File: src/rtl/lsu_pkg.sv
// -----------------------------------------------------------------------------
// lsu_pkg
// Shared definitions for the load/store unit: RV32I load/store funct3 codes,
// the FSM state encoding, the latched-request record and a small address
// helper used by both the top level and the alignment logic.
// -----------------------------------------------------------------------------
package lsu_pkg;

   // RV32I width/sign codes carried in funct3 of LOAD/STORE instructions
   localparam logic [2:0] F3_B  = 3'b000;
   localparam logic [2:0] F3_H  = 3'b001;
   localparam logic [2:0] F3_W  = 3'b010;
   localparam logic [2:0] F3_BU = 3'b100;
   localparam logic [2:0] F3_HU = 3'b101;

   // FSM state encoding
   localparam logic [1:0] ST_IDLE = 2'd0;
   localparam logic [1:0] ST_RD   = 2'd1;
   localparam logic [1:0] ST_WR   = 2'd2;
   localparam logic [1:0] ST_RESP = 2'd3;

   // Request fields held for the life of one transaction. Only the byte-lane
   // bits of the address are kept; the word address is registered straight
   // into mem_addr at accept.
   typedef struct packed {
      logic        is_store;
      logic [2:0]  funct3;
      logic [1:0]  lane;
      logic [31:0] wdata;
   } lsu_req_t;

   // Word-aligned form of a byte address
   function automatic logic [31:0] word_align(input logic [31:0] addr);
      return {addr[31:2], 2'b00};
   endfunction

endpackage

File: src/rtl/lsu_align.sv
// -----------------------------------------------------------------------------
// lsu_align
// Purely combinational data-path helper for the load/store unit.
//   is_store    : 1 = store request, 0 = load request
//   funct3      : RV32I width/sign code
//   addr        : low two bits of the byte address (lane select)
//   word_in     : full word read from memory
//   wdata       : store data from the core
//   load_data   : extracted and sign/zero-extended load result
//   merged_word : word to write back (SW data, or read word with lane replaced)
//   misaligned  : address not naturally aligned for the access width
//   illegal     : funct3 not a legal code for this access direction
// -----------------------------------------------------------------------------
module lsu_align
   import lsu_pkg::*;
(
   input  logic        is_store,
   input  logic [2:0]  funct3,
   input  logic [1:0]  addr,
   input  logic [31:0] word_in,
   input  logic [31:0] wdata,
   output logic [31:0] load_data,
   output logic [31:0] merged_word,
   output logic        misaligned,
   output logic        illegal
);

   logic [7:0]  byte_lane;
   logic [15:0] half_lane;

   // Little-endian lane selection: byte lane by addr[1:0], halfword by addr[1]
   always_comb begin
      byte_lane = word_in[7:0];
      case (addr)
         2'b00:   byte_lane = word_in[7:0];
         2'b01:   byte_lane = word_in[15:8];
         2'b10:   byte_lane = word_in[23:16];
         default: byte_lane = word_in[31:24];
      endcase
      half_lane = addr[1] ? word_in[31:16] : word_in[15:0];
   end

   // Load extraction with sign or zero extension
   always_comb begin
      load_data = 32'h0;
      case (funct3)
         F3_B:    load_data = {{24{byte_lane[7]}}, byte_lane};
         F3_BU:   load_data = {24'h0, byte_lane};
         F3_H:    load_data = {{16{half_lane[15]}}, half_lane};
         F3_HU:   load_data = {16'h0, half_lane};
         F3_W:    load_data = word_in;
         default: load_data = 32'h0;
      endcase
   end

   // Store merge: the selected lane comes from wdata, every other byte keeps
   // the value just read from memory
   always_comb begin
      merged_word = word_in;
      case (funct3)
         F3_B: begin
            case (addr)
               2'b00:   merged_word[7:0]   = wdata[7:0];
               2'b01:   merged_word[15:8]  = wdata[7:0];
               2'b10:   merged_word[23:16] = wdata[7:0];
               default: merged_word[31:24] = wdata[7:0];
            endcase
         end
         F3_H: begin
            if (addr[1])
               merged_word[31:16] = wdata[15:0];
            else
               merged_word[15:0] = wdata[15:0];
         end
         F3_W:    merged_word = wdata;
         default: merged_word = word_in;
      endcase
   end

   // Legality and alignment. Unsigned widths exist only for loads.
   always_comb begin
      if (is_store)
         illegal = !(funct3 inside {F3_B, F3_H, F3_W});
      else
         illegal = !(funct3 inside {F3_B, F3_H, F3_W, F3_BU, F3_HU});

      misaligned = 1'b0;
      case (funct3)
         F3_H, F3_HU: misaligned = addr[0];
         F3_W:        misaligned = (addr != 2'b00);
         default:     misaligned = 1'b0;
      endcase
   end

endmodule

File: src/rtl/load_store_unit.sv
// -----------------------------------------------------------------------------
// load_store_unit
// Initiator side of the data-memory interface. Accepts one RV32I load/store
// at a time, issues word-aligned accesses to a little-endian byte-addressed
// memory (combinational read, synchronous write), extracts sub-word loads and
// performs read-modify-write for SB/SH. Faulting requests never touch memory.
//   clk, rst          : clock, synchronous active-high reset
//   req_*             : core request (valid/ready handshake)
//   resp_*            : one-cycle response pulse with error flag and data
//   mem_addr          : word-aligned memory address
//   mem_write_value   : word to write
//   mem_write_enable  : write strobe
//   mem_read_enable   : read strobe
//   mem_read_value    : combinational read data
// -----------------------------------------------------------------------------
module load_store_unit
   import lsu_pkg::*;
#(
   parameter int DEPTH = 1024
)
(
   input  logic        clk,
   input  logic        rst,
   input  logic        req_valid,
   output logic        req_ready,
   input  logic        req_is_store,
   input  logic [2:0]  req_funct3,
   input  logic [31:0] req_addr,
   input  logic [31:0] req_wdata,
   output logic        resp_valid,
   output logic        resp_err,
   output logic [31:0] resp_rdata,
   output logic [31:0] mem_addr,
   output logic [31:0] mem_write_value,
   output logic        mem_write_enable,
   output logic        mem_read_enable,
   input  logic [31:0] mem_read_value
);

   localparam logic [32:0] DEPTH_LIMIT = 33'(DEPTH);

   logic [1:0]  state;
   lsu_req_t    req_q;

   logic        sel_is_store;
   logic [2:0]  sel_funct3;
   logic [1:0]  sel_lane;
   logic [31:0] sel_wdata;
   logic [31:0] load_data;
   logic [31:0] merged_word;
   logic        misaligned;
   logic        illegal;
   logic        out_of_range;
   logic        accept_err;
   logic        needs_read;

   assign req_ready = (state == ST_IDLE);

   // The alignment helper checks the incoming request while idle and works
   // on the latched request once a transaction is under way
   always_comb begin
      if (state == ST_IDLE) begin
         sel_is_store = req_is_store;
         sel_funct3   = req_funct3;
         sel_lane     = req_addr[1:0];
         sel_wdata    = req_wdata;
      end else begin
         sel_is_store = req_q.is_store;
         sel_funct3   = req_q.funct3;
         sel_lane     = req_q.lane;
         sel_wdata    = req_q.wdata;
      end
   end

   lsu_align u_align (
      .is_store    (sel_is_store),
      .funct3      (sel_funct3),
      .addr        (sel_lane),
      .word_in     (mem_read_value),
      .wdata       (sel_wdata),
      .load_data   (load_data),
      .merged_word (merged_word),
      .misaligned  (misaligned),
      .illegal     (illegal)
   );

   // Range check in 33 bits so addresses near 0xFFFFFFFF cannot wrap past it
   always_comb begin
      out_of_range = ({1'b0, word_align(req_addr)} + 33'd3) >= DEPTH_LIMIT;
      accept_err   = illegal | misaligned | out_of_range;
      // Everything except a full-word store needs the current word first
      needs_read   = !(req_is_store && (req_funct3 == F3_W));
   end

   // Transaction FSM. Every output is registered on the edge that enters the
   // state it belongs to, so strobes are glitch-free and mem_addr /
   // mem_write_value simply hold once the strobes drop.
   always_ff @(posedge clk) begin
      if (rst) begin
         state            <= ST_IDLE;
         req_q            <= '0;
         resp_valid       <= 1'b0;
         resp_err         <= 1'b0;
         resp_rdata       <= 32'h0;
         mem_addr         <= 32'h0;
         mem_write_value  <= 32'h0;
         mem_write_enable <= 1'b0;
         mem_read_enable  <= 1'b0;
      end else begin
         case (state)
            ST_IDLE: begin
               if (req_valid) begin
                  req_q.is_store <= req_is_store;
                  req_q.funct3   <= req_funct3;
                  req_q.lane     <= req_addr[1:0];
                  req_q.wdata    <= req_wdata;
                  if (accept_err) begin
                     state      <= ST_RESP;
                     resp_valid <= 1'b1;
                     resp_err   <= 1'b1;
                     resp_rdata <= 32'h0;
                  end else if (needs_read) begin
                     state           <= ST_RD;
                     mem_read_enable <= 1'b1;
                     mem_addr        <= word_align(req_addr);
                  end else begin
                     state            <= ST_WR;
                     mem_write_enable <= 1'b1;
                     mem_addr         <= word_align(req_addr);
                     mem_write_value  <= req_wdata;
                  end
               end
            end

            // Read data is valid this cycle; it is consumed directly into
            // either the load result or the merged write word
            ST_RD: begin
               mem_read_enable <= 1'b0;
               if (req_q.is_store) begin
                  state            <= ST_WR;
                  mem_write_enable <= 1'b1;
                  mem_write_value  <= merged_word;
               end else begin
                  state      <= ST_RESP;
                  resp_valid <= 1'b1;
                  resp_err   <= 1'b0;
                  resp_rdata <= load_data;
               end
            end

            ST_WR: begin
               mem_write_enable <= 1'b0;
               state            <= ST_RESP;
               resp_valid       <= 1'b1;
               resp_err         <= 1'b0;
               resp_rdata       <= 32'h0;
            end

            default: begin
               state      <= ST_IDLE;
               resp_valid <= 1'b0;
               resp_err   <= 1'b0;
               resp_rdata <= 32'h0;
            end
         endcase
      end
   end

endmodule

File: config.mk
export PLATFORM = sky130hd
export DESIGN_NAME = load_store_unit
export DESIGN_NICKNAME = d
export VERILOG_FILES = /design/src/rtl/lsu_pkg.sv /design/src/rtl/lsu_align.sv /design/src/rtl/load_store_unit.sv
export SDC_FILE = /design/constraint.sdc
export NUM_CORES = 1
export LEC_CHECK = 0
export BUFFER_PORTS_ARGS = -buffer_cell sky130_fd_sc_hd__buf_2
export CAP_MARGIN = 0
export CORE_UTILIZATION = 57
export DETAILED_ROUTE_END_ITERATION = 7
export PLACE_DENSITY_LB_ADDON = 0.2
export SETUP_SLACK_MARGIN = 0.5
export SYNTH_ARGS = -nofsm -noshare
export SYNTH_HDL_FRONTEND = slang
export SYNTH_SLANG_ARGS = --single-unit
File: constraint.sdc
create_clock -name clk -period 6.2 [get_ports clk]
set_input_delay 1.24 -clock clk [delete_from_list [all_inputs] [get_ports clk]]
set_output_delay 1.24 -clock clk [all_outputs]
set_load 0.005 [all_outputs]
==> run_summary.xml <==
<?xml version="1.0" encoding="UTF-8"?>
<metrics>
  <group name="synthesis">
    <metric name="synth_cell_type_count" unit="">70</metric>
    <metric name="syn-cell-area" unit="um^2">7300</metric>
    <metric name="yosys.area_share.xor_xnor" unit="">0</metric>
    <metric name="synth_top_flop_cell" unit="">dfxtp_1</metric>
    <metric name="synthTopCellsByArea" unit="">dfxtp_1 38%, nand2_1 6.9%, a21oi_1 6.5%</metric>
    <metric name="synth_compound_gate_area_share" unit="">0.303</metric>
    <metric name="number_of_flops_mapped_to_enable_cells_by_yosys" unit="">0</metric>
    <metric name="ys.warnings.count" unit="">0</metric>
    <metric name="largest_family_of_logic_cells_by_synthesized_area" unit="">compound AO/OA/AOI/OAI gates</metric>
    <metric name="synth_top_area_frac" unit="">0.378</metric>
    <metric name="ys_async_sr_fraction" unit="">0</metric>
    <metric name="syn_inst" unit="">888</metric>
    <metric name="yosys.area_share.simple" unit="">0.192</metric>
    <metric name="post_synthesis_adder_cell_area_fraction" unit="">0.00685</metric>
    <metric name="post-synth-top-area-cell" unit="">dfxtp_1</metric>
    <metric name="seq_area_frac_synth" unit="">0.378</metric>
    <metric name="synth_area_per_cell" unit="um^2">8.22</metric>
    <metric name="ys_seq_elements" unit="">138</metric>
    <metric name="post_synth_mux_area_share" unit="">0.0584</metric>
  </group>
  <group name="timing">
    <metric name="timing_worst_slew_pin_value" unit="ns">1.17</metric>
    <metric name="fmax" unit="GHz">0.218</metric>
    <metric name="fin_skew" unit="ns">0.00639</metric>
    <metric name="setup_repair_after_global_routing_missed_its_margin" unit="">no</metric>
    <metric name="finalMaxSlewViolations" unit="">0</metric>
    <metric name="finalSetupTns" unit="ns">0</metric>
    <metric name="timing.final.crit_share" unit="">0.741</metric>
    <metric name="time_the_final_worst_path_needs_with_i_o_delays_and_setup" unit="ns">4.60</metric>
    <metric name="setup_viol_count_final" unit="">0</metric>
    <metric name="max-slew-margin-rel" unit="">0.215</metric>
    <metric name="final-hold-violation-count" unit="">0</metric>
  </group>
  <group name="power_and_ir_drop">
    <metric name="share_clk_of_total_power" unit="">0.286</metric>
    <metric name="share_seq_of_total_power" unit="">0.278</metric>
    <metric name="total_leakage_power" unit="nW">3.91</metric>
    <metric name="p_sw" unit="mW">1.59</metric>
    <metric name="power-per-cell-area" unit="nW/um^2">434</metric>
    <metric name="proportion_of_power_drawn_by_combinational_gates" unit="">0.436</metric>
    <metric name="total_power_consumption" unit="mW">3.85</metric>
    <metric name="net_sw_frac" unit="">0.413</metric>
    <metric name="cell_internal_pwr" unit="mW">2.26</metric>
    <metric name="vdd_ir_drop_max" unit="uV">302</metric>
  </group>
  <group name="job">
    <metric name="drv.max_cap_violation_count" unit="">0</metric>
  </group>
  <group name="floorplan">
    <metric name="num_rows" unit="">40</metric>
    <metric name="fp.dieArea" unit="um^2">13300</metric>
    <metric name="die-height" unit="um">115</metric>
    <metric name="floorplan.core_area" unit="um^2">12300</metric>
    <metric name="floorplan.die.width" unit="um">115</metric>
    <metric name="number_of_i_o_pins" unit="">204</metric>
    <metric name="floorplan.initialDensity" unit="">0.596</metric>
  </group>
  <group name="critical_path">
    <metric name="critical_path_required" unit="ns">6.51</metric>
    <metric name="worst_path_largest_cell_delay" unit="ns">1.00</metric>
    <metric name="critical_path_cell_by_cell" unit="">inv_1, ha_2, mux2i_1, nor3_2, a22oi_2, nand3_1, and3_1</metric>
    <metric name="r2r_cells" unit="">7</metric>
    <metric name="timing.critical_path.to_type" unit="">flip-flop</metric>
    <metric name="critical_path.slowest_cell" unit="">mux2i_1</metric>
    <metric name="arrival" unit="ns">4.91</metric>
    <metric name="timing.critical_path.from_type" unit="">flip-flop</metric>
    <metric name="timing.critical_path.fanout_max" unit="">56</metric>
    <metric name="critical_path_class" unit="">flip-flop to flip-flop</metric>
  </group>
  <group name="hold_path">
    <metric name="worst_hold_path.num_cells" unit="">1</metric>
    <metric name="worst_hold_path_type" unit="">flip-flop to flip-flop</metric>
  </group>
  <group name="drt">
    <metric name="dr.pass1.iters" unit="">8</metric>
    <metric name="vias_per_cell" unit="">6.57</metric>
    <metric name="route.detailed.drc" unit="">0</metric>
    <metric name="ant_nets" unit="">0</metric>
    <metric name="postRouteWirelength" unit="um">24800</metric>
    <metric name="vias" unit="">8012</metric>
    <metric name="drt-wirelength-per-cell" unit="um">20.4</metric>
    <metric name="detail_route.iter0.violations" unit="">1015</metric>
  </group>
  <group name="placed_design">
    <metric name="placed_cell_area" unit="um^2">8220</metric>
    <metric name="gp_congestion" unit="">0.974</metric>
    <metric name="detailed_place_hpwl" unit="um">16900</metric>
    <metric name="io_buffer_count" unit="">201</metric>
  </group>
  <group name="clocking">
    <metric name="clock-sinks" unit="">138</metric>
    <metric name="clock_latency" unit="ns">0.43</metric>
    <metric name="post_cts_resize_count" unit="">0</metric>
    <metric name="cts_root_buf" unit="">clkbuf_16</metric>
    <metric name="cts_buffers" unit="">17</metric>
    <metric name="cts_tree" unit="">built</metric>
    <metric name="htree_num_levels" unit="">4</metric>
    <metric name="cts.reportedPaths.clkPinSlew" unit="ns">0.06</metric>
    <metric name="cts_hold_buffers" unit="">0</metric>
    <metric name="post_cts.repair.setup_buffers" unit="">0</metric>
    <metric name="cts.path.max_buffers" unit="">2</metric>
  </group>
  <group name="global_routing">
    <metric name="globalRouteTotalUtil" unit="">0.370</metric>
    <metric name="largest_net_degree_at_the_start_of_global_routing" unit="">57</metric>
    <metric name="first_global_vias" unit="">7104</metric>
    <metric name="antenna_violations_before_repair" unit="">1</metric>
    <metric name="grt_overflow" unit="">0</metric>
    <metric name="grt_pass1_wl" unit="um">37600</metric>
  </group>
  <group name="final_layout">
    <metric name="postLayoutCellArea" unit="um^2">8860</metric>
    <metric name="fraction_of_layout_cells_with_a_size_suffix_above_1" unit="">0.258</metric>
    <metric name="area_delta_synth_final" unit="%">21.4</metric>
    <metric name="layout.core_utilization" unit="">0.723</metric>
    <metric name="design.final.nets" unit="">1144</metric>
    <metric name="final.fill_count" unit="">1011</metric>
  </group>
  <group name="outcome">
    <metric name="outcome" unit="">complete, no violations</metric>
  </group>
</metrics>
metal layers:
layer | up-vias | part of all wire | global-route usage
met3 | 117 | 0.11 | 0.0870
li1 | 3637 | - | -
met1 | 3721 | 0.38 | 0.465
met5 | - | 0 | 0
met2 | 537 | 0.46 | 0.590
met4 | 0 | 0.046 | 0.193
layout by cell type (no fill, tap or decap), types with 7 or more instances in the layout:
master,netlist,routed
or3_1,13,13
o21ai_0,36,36
buf_4,5,13
mux2i_1,31,30
a21oi_1,95,95
nand3_1,15,15
o221ai_1,10,10
o2bb2ai_1,28,28
o22ai_1,29,29
o311a_1,9,9
nor3_1,20,20
a311oi_1,16,16
nand2_1,134,134
a221oi_1,13,13
a221o_1,11,11
and3_1,31,31
a31oi_1,10,10
clkbuf_16,0,17
inv_1,10,10
buf_2,15,201
nor2b_1,9,9
a211oi_1,13,13
o21a_1,7,7
nor2_1,32,31
dfxtp_1,138,138
o211ai_1,11,11
cells by family (layout without fill, tap and decap cells):
logic type / count (synthesis) / in the layout
muxes: 38 / 38
DFF: 138 / 138
buffers and inverters: 96 / 257
and+or+nand+nor: 290 / 290
AOI/OAI and AO/OA: 321 / 321
other: 1 / 3
adders and majority gates: 4 / 4
synth_stat cells, drive strengths merged (12+ instances only):
library cell / n
nand2: 134
o21ai: 37
o22ai: 29
a21oi: 97
mux2i: 31
nor3: 23
o211ai: 12
dfxtp: 138
and3: 31
a221oi: 13
a311oi: 16
nor2: 33
a211oi: 13
clkbuf: 50
nand3: 15
o2bb2ai: 28
or3: 13
buf: 35
stage by stage:
step | hold slack, ns | setup WS, ns | cells
5_1_grt | 0.472 | 1.29 | 1219
3_3_place_gp | 0.439 | 1.84 | 1186
2_1_floorplan | 0.433 | 3.03 | 889
3_5_place_dp | 0.441 | 1.73 | 1186
4_1_cts | 0.460 | 1.76 | 1218
6_report | 0.460 | 1.60 | 1219
critical path, delay by kind of cell, from the launching register on:
kind                       cells  cell delay [ns]
and+or+nand+nor                3             1.63
muxes                          1             1.00
adders and majority gates      1             0.93
AOI/OAI and AO/OA              1             0.45
DFF                            1             0.33
buffers and inverters          1             0.11
registers in the layout (all words and copies together) (netlist names):
name and flops:
mem_read_enable 1, mem_addr 30, state 2, mem_write_enable 1
mem_write_value 32, req_q 38, resp_valid 1, resp_err 1
resp_rdata 32
power by group through the flow:
| stage | sequential [mW] | combinational [mW] | clock [mW] |
|---|---|---|---|
| 5_1_grt | 1.08 | 1.79 | 1.15 |
| 3_5_place_dp | 1.08 | 1.62 | 0 |
| 4_1_cts | 1.06 | 1.63 | 1.10 |
| 3_3_place_gp | 1.08 | 1.59 | 0 |
| 6_report | 1.07 | 1.68 | 1.10 |
| 2_1_floorplan | 1.04 | 1.27 | 0 |
path summary, 6_finish.rpt:
check                      from             to  slack [ns]
hold reg to reg   resp_rdata[8]  resp_rdata[8]        0.46
setup reg to reg       state[0]   mem_addr[19]        1.60
setup / recovery       state[0]   mem_addr[19]        1.60
hold / removal    resp_rdata[8]  resp_rdata[8]        0.46
final cells by class:
class,instances,area (um^2),area share
Antenna cell,1,2.50,0.000282
Timing Repair Buffer,214,1100,0.124
Inverter,11,41.3,0.00466
Sequential cell,138,2760,0.312
Clock inverter,12,185,0.0209
Multi-Input combinational cell,655,4100,0.463
Tap cell,168,210,0.0237
Clock buffer,20,457,0.0515
(Power assumes the default switching activity.)
